`src/rtl/div_iter_pkg.sv`:
```
// rtl/div_iter_pkg.sv - shared constants for the iterative divider
// Purpose: default operand width, FSM state codes and handshake level names.
// Ports: none (package).
package div_iter_pkg;

    localparam int DIV_WD = 32;

    localparam logic [1:0] DIV_FREE    = 2'b00;
    localparam logic [1:0] DIV_BYZERO  = 2'b01;
    localparam logic [1:0] DIV_ON      = 2'b10;
    localparam logic [1:0] DIV_END     = 2'b11;

    localparam logic DIV_START            = 1'b1;
    localparam logic DIV_STOP             = 1'b0;
    localparam logic DIV_RESULT_READY     = 1'b1;
    localparam logic DIV_RESULT_NOT_READY = 1'b0;

endpackage

```
`src/rtl/div_iter_if.sv`:
```
// rtl/div_iter_if.sv - EX <-> divider handshake bundle
// Purpose: groups the divide request, operands and result/ready signals.
// Ports (signals): signed_div_i, opdata1_i, opdata2_i, start_i, annul_i driven by EX
//   (master); result_o {remainder, quotient} and ready_o driven by the divider (slave).
interface div_iter_if
    import div_iter_pkg::*;
#(
    parameter int WD = DIV_WD
);
    logic            signed_div_i;
    logic [WD-1:0]   opdata1_i;
    logic [WD-1:0]   opdata2_i;
    logic            start_i;
    logic            annul_i;
    logic [2*WD-1:0] result_o;
    logic            ready_o;

    modport master (
        output signed_div_i, opdata1_i, opdata2_i, start_i, annul_i,
        input  result_o, ready_o
    );

    modport slave (
        input  signed_div_i, opdata1_i, opdata2_i, start_i, annul_i,
        output result_o, ready_o
    );
endinterface

```
`src/rtl/div_iter.sv`:
```
// rtl/div_iter.sv - multi-cycle radix-2 restoring divider for DIV/DIVU
// Purpose: WD-step restoring division on operand magnitudes plus a final sign fix.
// Ports: clk, rst (async, active-high); bus (div_iter_if.slave) carrying
//   signed_div_i, opdata1_i, opdata2_i, start_i, annul_i in and
//   result_o = {remainder, quotient}, ready_o out (both registered).
module div_iter
    import div_iter_pkg::*;
#(
    parameter int WD = DIV_WD
) (
    input  logic        clk,
    input  logic        rst,
    div_iter_if.slave   bus
);

    localparam int              CW       = $clog2(WD + 1);
    localparam logic [CW-1:0]   CNT_LAST = CW'(WD);

    logic [1:0]    state;
    logic [CW-1:0] cnt;
    // The remainder is always below the divisor, so its extra (WD+1th) bit is
    // only ever non-zero in the shifted/trial path and is not stored.
    logic [WD-1:0] rem;
    logic [WD-1:0] quo;
    logic [WD-1:0] divisor;
    logic          neg_quo;
    logic          neg_rem;

    logic [WD:0]   rem_sh;
    logic [WD:0]   trial;
    logic [WD-1:0] abs_op1;
    logic [WD-1:0] abs_op2;
    logic [WD-1:0] quo_fix;
    logic [WD-1:0] rem_fix;

    always_comb begin
        rem_sh  = {rem, quo[WD-1]};
        trial   = rem_sh - {1'b0, divisor};
        // Negating 0x80..0 yields 0x80..0, which is the correct unsigned magnitude.
        abs_op1 = (bus.signed_div_i && bus.opdata1_i[WD-1]) ? -bus.opdata1_i : bus.opdata1_i;
        abs_op2 = (bus.signed_div_i && bus.opdata2_i[WD-1]) ? -bus.opdata2_i : bus.opdata2_i;
        quo_fix = neg_quo ? -quo : quo;
        rem_fix = neg_rem ? -rem : rem;
    end

    always_ff @(posedge clk or posedge rst) begin
        if (rst) begin
            state        <= DIV_FREE;
            cnt          <= '0;
            rem          <= '0;
            quo          <= '0;
            divisor      <= '0;
            neg_quo      <= 1'b0;
            neg_rem      <= 1'b0;
            bus.ready_o  <= DIV_RESULT_NOT_READY;
            bus.result_o <= '0;
        end else begin
            case (state)
                DIV_FREE: begin
                    bus.ready_o  <= DIV_RESULT_NOT_READY;
                    bus.result_o <= '0;
                    if (bus.start_i == DIV_START && !bus.annul_i) begin
                        state   <= (bus.opdata2_i == '0) ? DIV_BYZERO : DIV_ON;
                        quo     <= abs_op1;
                        divisor <= abs_op2;
                        rem     <= '0;
                        cnt     <= '0;
                        neg_quo <= bus.signed_div_i & (bus.opdata1_i[WD-1] ^ bus.opdata2_i[WD-1]);
                        neg_rem <= bus.signed_div_i & bus.opdata1_i[WD-1];
                    end
                end
                DIV_BYZERO: begin
                    // Result is defined as zero; ready rises on the following
                    // cycle from DIV_END while EX still holds start.
                    state        <= bus.annul_i ? DIV_FREE : DIV_END;
                    bus.ready_o  <= DIV_RESULT_NOT_READY;
                    bus.result_o <= '0;
                end
                DIV_ON: begin
                    if (bus.annul_i) begin
                        state        <= DIV_FREE;
                        bus.ready_o  <= DIV_RESULT_NOT_READY;
                        bus.result_o <= '0;
                    end else if (cnt != CNT_LAST) begin
                        rem <= trial[WD] ? rem_sh[WD-1:0] : trial[WD-1:0];
                        quo <= {quo[WD-2:0], ~trial[WD]};
                        cnt <= cnt + CW'(1);
                    end else begin
                        state        <= DIV_END;
                        cnt          <= '0;
                        bus.ready_o  <= DIV_RESULT_READY;
                        bus.result_o <= {rem_fix, quo_fix};
                    end
                end
                default: begin
                    if (bus.annul_i || bus.start_i == DIV_STOP) begin
                        state        <= DIV_FREE;
                        bus.ready_o  <= DIV_RESULT_NOT_READY;
                        bus.result_o <= '0;
                    end else begin
                        bus.ready_o  <= DIV_RESULT_READY;
                    end
                end
            endcase
        end
    end

endmodule

```
`src/flat_wrapper.sv`:
```
// flat-port wrapper written by rule: the top's interface ports become plain ports
module div_iter_flat import div_iter_pkg::*;
#(
    parameter int WD = DIV_WD
)
  (clk, rst, bus_signed_div_i, bus_opdata1_i, bus_opdata2_i, bus_start_i, bus_annul_i, bus_result_o, bus_ready_o);
  div_iter_if #(.WD(WD)) bus_i ();
  input  logic clk;
  input  logic rst;
  input wire logic [$bits(bus_i.signed_div_i)-1:0] bus_signed_div_i;
  input wire logic [$bits(bus_i.opdata1_i)-1:0] bus_opdata1_i;
  input wire logic [$bits(bus_i.opdata2_i)-1:0] bus_opdata2_i;
  input wire logic [$bits(bus_i.start_i)-1:0] bus_start_i;
  input wire logic [$bits(bus_i.annul_i)-1:0] bus_annul_i;
  output wire logic [$bits(bus_i.result_o)-1:0] bus_result_o;
  output wire logic [$bits(bus_i.ready_o)-1:0] bus_ready_o;
  assign bus_i.signed_div_i = bus_signed_div_i;
  assign bus_i.opdata1_i = bus_opdata1_i;
  assign bus_i.opdata2_i = bus_opdata2_i;
  assign bus_i.start_i = bus_start_i;
  assign bus_i.annul_i = bus_annul_i;
  assign bus_result_o = bus_i.result_o;
  assign bus_ready_o = bus_i.ready_o;
  div_iter #(.WD(WD)) u_core (.clk(clk), .rst(rst), .bus(bus_i));
endmodule
```
`config.mk`:
```
export PLATFORM = sky130hd
export DESIGN_NAME = div_iter_flat
export DESIGN_NICKNAME = d
export VERILOG_FILES = /design/src/rtl/div_iter_pkg.sv /design/src/rtl/div_iter_if.sv /design/src/rtl/div_iter.sv /design/src/flat_wrapper.sv
export SDC_FILE = /design/constraint.sdc
export NUM_CORES = 1
export LEC_CHECK = 0
export BUFFER_PORTS_ARGS = -buffer_cell sky130_fd_sc_hd__buf_4
export CORE_ASPECT_RATIO = 0.9
export CORE_MARGIN = 5
export CORE_UTILIZATION = 64
export CTS_CLUSTER_DIAMETER = 150
export DETAILED_ROUTE_END_ITERATION = 7
export GPL_ROUTABILITY_DRIVEN = 0
export PLACE_DENSITY_LB_ADDON = 0.1
export SLEW_MARGIN = 20
export SYNTH_ARGS = -nofsm -noshare
export SYNTH_HDL_FRONTEND = slang
export SYNTH_SLANG_ARGS = --single-unit
```
`constraint.sdc`:
```
create_clock -name clk -period 12.8 [get_ports clk]
set_input_delay 2.56 -clock clk [delete_from_list [all_inputs] [get_ports clk]]
set_output_delay 2.56 -clock clk [all_outputs]
set_load 0.02 [all_outputs]
```
==> metrics.cfg, run 1 <==
[synth]
synthArstFlopShare_pct=100.0
synthMostInstantiatedCell=nand2_1
synth_warnings=0
ys.flop_type=dfrtp_1
ys_seq_area_share_pct=37.98
synth_area_leader_cell=dfrtp_1
synth_top_area_share_pct=37.98
syn_inst=1366
syn_avg_cell_area_um2=8.247
synth-seq-cells=171
synth_fp_nets=1478
synth_common_cells=nand2_1, o21ai_0, dfrtp_1
ys_types=68
synth_area_leaders=dfrtp_1, o21ai_0, nand2_1
synth_edf_count=0
synthesis.area_um2=11270

[cts]
htree_levels=4
hold_buffers=0
numCtsBuffers=17
post_cts_resized=0
clk_pin_slew_ps=70
clock_sinks=171
cts_root_buffer=clkbuf_16
cts_setup_buffers=0
cts_tree=done
clockBufferDepth=2
clk_latency_ps=440

[global_routing]
grt_pass1_vias=9420
grt_pass1_wl_um=47170
grt_start_max_net_pins=113
antenna_found_initial=0
track_usage_pct=28.53
gr-total-overflow=0

[timing]
finalHoldViolations=0
max_freq_ghz=0.2147
whs_ps=478.1
setup_tns_ps=0
drv_slew=0
fin_skew_ps=9.701
setup_ws_ps=8143
rsz0062_at_grt=no
tightest_slew_ps=1011
finalCritPeriodShare_pct=36.38
setup_violations=0
relSlewSlack_pct=32.61
layout_min_cycle_time_ps=4657

[cells_and_area]
drive_gt1_share_pct=13.27
postLayoutCellArea_um2=12990
area_delta_synth_final_pct=15.29
antennaDiodeCount=0
nNetsFinal=1576
n_fill_cell=1405

[critical_path]
cp_data_arrival_time_ps=5010
cp_slowest_stage_delay_ps=600
r2r_cells=13
r2r_slack_ps=8510
worstPathMaxFanout=6
crit_path_cell_trace=buf_4, or4_1, nor4_2, nand3_1, nor2b_1, nand2_1, o41ai_1, a221oi_1, a21oi_1
worstReg2RegEnd=u_core.rem[4]
critPathCaptureType=flip-flop
cp_slowest_cell=or4_1
critPathKind=primary input to flip-flop
cp-start-kind=primary input
reg2reg_from=u_core.quo[31]
critPathRequiredTime_ps=13150

[place]
post-place-ws_ps=7755
place_hpwl_um=20680
place_area_um2=12390
io_buffers=133

[die]
die-area_um2=20360
io_pins=134
rows=46
core_um2=17440
initial_utilization_pct=64.60
die_y_um=135.9
die_w_um=149.9

[power_and_ir_drop]
p_total_w=0.002316
peakVddDrop_mv=0.2296
p_leak_nw=5.892
p_per_area_nw_per_um2=178.3

[flow_run]
maxCapViolations=0

[worst_hold_path]
hold_depth=2
hold_end=u_core.bus.result_o[20]
hp-start=u_core.bus.result_o[20]
hold_class=flip-flop to flip-flop

[drt]
drt-pass1-iter-count=5
drc=0
via_per_inst=5.956
wl_um=28940
via_count=10230
ant_nets=0
wl_per_cell_um=16.86
first_iter_violations=844

[outcome]
status=complete, no violations

[layer usage]
layer / part of all wire, % / routed length (µm) / up-vias / global-route usage, %
li1: - / - / 4979 / -
met1: 46 / 13210 / 4881 / 41.37
met2: 46 / 13450 / 319 / 44.98
met3: 5.9 / 1712 / 48 / 4.167
met5: 0 / 0 / - / 0
met4: 2.0 / 579 / 0 / 8.028
[through the flow]
stage	util, %	cells
6_report	74.48	1717
5_1_grt	74.48	1717
2_1_floorplan	-	1366
3_3_place_gp	71.02	1685
4_1_cts	74.47	1717
3_5_place_dp	71.02	1685
[cells in the final DEF (no fill, tap or decap), types with 5 or more instances in the layout]
master,instances
nor4_1,10
nand3b_1,5
a211oi_1,5
nor2b_1,9
o31ai_1,26
clkbuf_16,17
ha_1,41
o21ai_0,217
nand2_1,228
nor3_1,23
or4_1,6
a32oi_1,9
nand4_1,7
a21oi_1,91
nand2b_1,14
o21ai_1,8
and2_1,6
inv_6,5
nor2_1,77
or3_1,16
inv_1,59
dfrtp_1,171
mux2i_1,25
buf_4,141
a31oi_1,8
xor2_1,90
o41ai_1,13
a21o_1,12
nand3_1,13
xnor2_1,52
[layout make-up]
class,instances,area [µm²],area share [%]
multi-input combinational,1073,6518,50.18
inverter,60,232.7,1.792
clock buffer,19,442.9,3.410
tap,240,300.3,2.312
sequential,171,4279,32.94
clock inverter,13,157.7,1.214
timing repair buffer,141,1059,8.150
[power breakdown]
group | switching (W) | total, W | internal [W] | leakage (nW)
combinational | 0.000602 | 0.000987 | 0.000385 | 3.31
clock | 0.000233 | 0.000531 | 0.000299 | 0.291
sequential | 0.000148 | 0.000798 | 0.000650 | 2.29
total | 0.000983 | 0.00232 | 0.00133 | 5.89
[worst max-delay path: cells and delay by family]
family	cells	cell delay [ps]
buffers and inverters	1	120
AOI/OAI and AO/OA	3	570
and+or+nand+nor	5	1760
[sequential cells by signal, indices dropped and copies added, names as in the netlist]
name / cells
u_core.bus.ready_o: 1
u_core.cnt: 6
u_core.rem: 32
u_core.neg_rem: 1
u_core.state: 2
u_core.bus.result_o: 64
u_core.divisor: 32
u_core.neg_quo: 1
u_core.quo: 32
[cell families after synthesis]
family | after synthesis | synth area share [%]
and+or+nand+nor | 441 | 18.03
muxes | 26 | 2.321
buffers and inverters | 122 | 4.298
DFF | 171 | 37.98
adders and majority gates | 43 | 4.842
AOI/OAI and AO/OA | 421 | 21.49
xor gates and xnor gates | 142 | 11.04
[worst max path at each step]
stage | cells after the start | slack [ps] | end | start
global route | 9 | 7940 | u_core.quo[24] | bus_opdata1_i[4]
CTS | 9 | 8200 | u_core.quo[31] | bus_opdata1_i[4]
finish | 9 | 8140 | u_core.quo[31] | bus_opdata1_i[4]
global placement | 9 | 7850 | u_core.quo[31] | bus_opdata1_i[4]
detailed placement | 10 | 7760 | u_core.quo[23] | bus_opdata1_i[4]
floorplan | 1 | 5610 | u_core.bus.ready_o | rst
Power figures use the tool's default switching activity.
==> inputs of run 2 (changes only) <==
Settings changed: CORE_UTILIZATION 64 to 60.
Clock period 12.8 ns to 4.42 ns, I/O delays scaled along.
==> run 2 against run 1 <==
Hold slack better by 2.7 ps; sequential cell count unchanged; via count down 1.8%; largest power group unchanged.
==> metrics.cfg, run 2 (same netlist as run 1, synthesis figures left out) <==
[drt]
via_count=10050
wl_um=28770
ant_nets=0
first_iter_violations=781
drt-pass1-iter-count=6
wl_per_cell_um=16.66
drc=0
via_per_inst=5.816

[cells_and_area]
drive_gt1_share_pct=13.63
final_util_pct=70.94
multiInputGateArea_um2=6518
ff_latch_area_um2=4279
n_fill_cell=1518
nNetsFinal=1581
antennaDiodeCount=0
largest_reg_flops=64
largest-register=u_core.bus.result_o
final_cell_mix=nand2_1, o21ai_0, dfrtp_1, buf_4, a21oi_1
mostFrequentLayoutCell=nand2_1
area_delta_synth_final_pct=15.90

[place]
io_buffers=133
post-place-ws_ps=678.7
place_hpwl_um=20930

[cts]
post_cts_resized=0
clk_pin_slew_ps=70
clock_sinks=171
numCtsBuffers=17
clk_latency_ps=430
cts_setup_buffers=0
cts_tree=done
clockBufferDepth=2
cts_root_buffer=clkbuf_16
hold_buffers=0
htree_levels=4

[power_and_ir_drop]
p_total_w=0.006725
p_per_area_nw_per_um2=515.1
peakVddDrop_mv=0.3478
p_leak_nw=5.924

[critical_path]
worstPathMaxFanout=17
worstSetupStartpoint=u_core.quo[31]
critPathKind=flip-flop to flip-flop
critPathRequiredTime_ps=4710
cp-start-kind=flip-flop
reg2reg_from=u_core.quo[31]
cp_data_arrival_time_ps=4080
critPathCaptureType=flip-flop

[outcome]
status=complete, no violations

[timing]
rsz0062_at_grt=no
tightest_slew_ps=1020
relSlewSlack_pct=32.03
finalCritPeriodShare_pct=85.73
max_freq_ghz=0.2639
fin_skew_ps=9.201
whs_ps=480.9
layout_min_cycle_time_ps=3789
finalHoldViolations=0
setup_ws_ps=630.5
setup_tns_ps=0
setup_violations=0
drv_slew=0

[flow_run]
maxCapViolations=0

[die]
core_um2=18410
die-area_um2=21620
rows=47
die_w_um=154.4
die_y_um=140.0
initial_utilization_pct=61.21
io_pins=134

[global_routing]
track_usage_pct=26.54
grt_pass1_wl_um=47440
antenna_found_initial=0
gr-total-overflow=0
grt_start_max_net_pins=172
grt_pass1_vias=9569

[worst_hold_path]
hp-start=u_core.divisor[8]
hold_class=flip-flop to flip-flop

run 2: cell count changes in the layout (fill, tap and decap cells not counted), sizes merged:
cell,before,now
buf,141,146
clkinv,4,3
clkinvlp,1,2
run 2: path summary, 6_finish.rpt:
kind / depth (start not counted) / end / slack [ps]
max: 13 / u_core.rem[12] / 630
max in group asynchronous: 3 / u_core.divisor[14] / 2990
max reg2reg: 13 / u_core.rem[12] / 630
min in group asynchronous: 3 / u_core.bus.result_o[39] / 710
min: 2 / u_core.divisor[8] / 480
min reg2reg: 2 / u_core.divisor[8] / 480
run 2: worst max-delay path: stages, from the launching register on:
cell and delay, ps:
dfrtp_1 380, inv_1 70, ha_1 200, fa_1 390, nand2b_1 190, a21oi_1 230
o31ai_1 150, o21ai_1 330, a31o_1 300, o31a_1 350, and2_1 510, buf_12 240
mux2i_1 190, o21ai_1 90
run 2: routing by layer:
| layer | vias to the layer above | part of all wire (%) | routed length (µm) | track usage, % |
|---|---|---|---|---|
| met5 | - | 0 | 0 | 0 |
| met3 | 37 | 6.8 | 1968 | 3.547 |
| met1 | 4688 | 46 | 13180 | 37.86 |
| met4 | 0 | 1.8 | 506 | 7.807 |
| li1 | 4975 | - | - | - |
| met2 | 345 | 46 | 13110 | 42.62 |
run 2: final cells by class:
| class | count | share of cell area, % |
|---|---|---|
| well taps | 245 | 2.348 |
| multi-input cells | 1073 | 49.91 |
| flip-flops and latches | 171 | 32.77 |
| repair buffers | 146 | 8.586 |
| clock buffers | 19 | 3.469 |
| clock inverters | 13 | 1.159 |
| inverters | 60 | 1.754 |
run 2: stage by stage:
stage	area, µm²	cells
after floorplan	11270	1366
after global placement	12450	1695
after detailed placement	12450	1695
after CTS	13060	1727
after global routing	13060	1727
final	13060	1727
run 2: where the power goes:
part           internal, W  switching, W  total [W]
sequential         0.00188      0.000416    0.00230
combinational      0.00112       0.00176    0.00288
clock             0.000877      0.000671    0.00155
total              0.00388       0.00284    0.00673
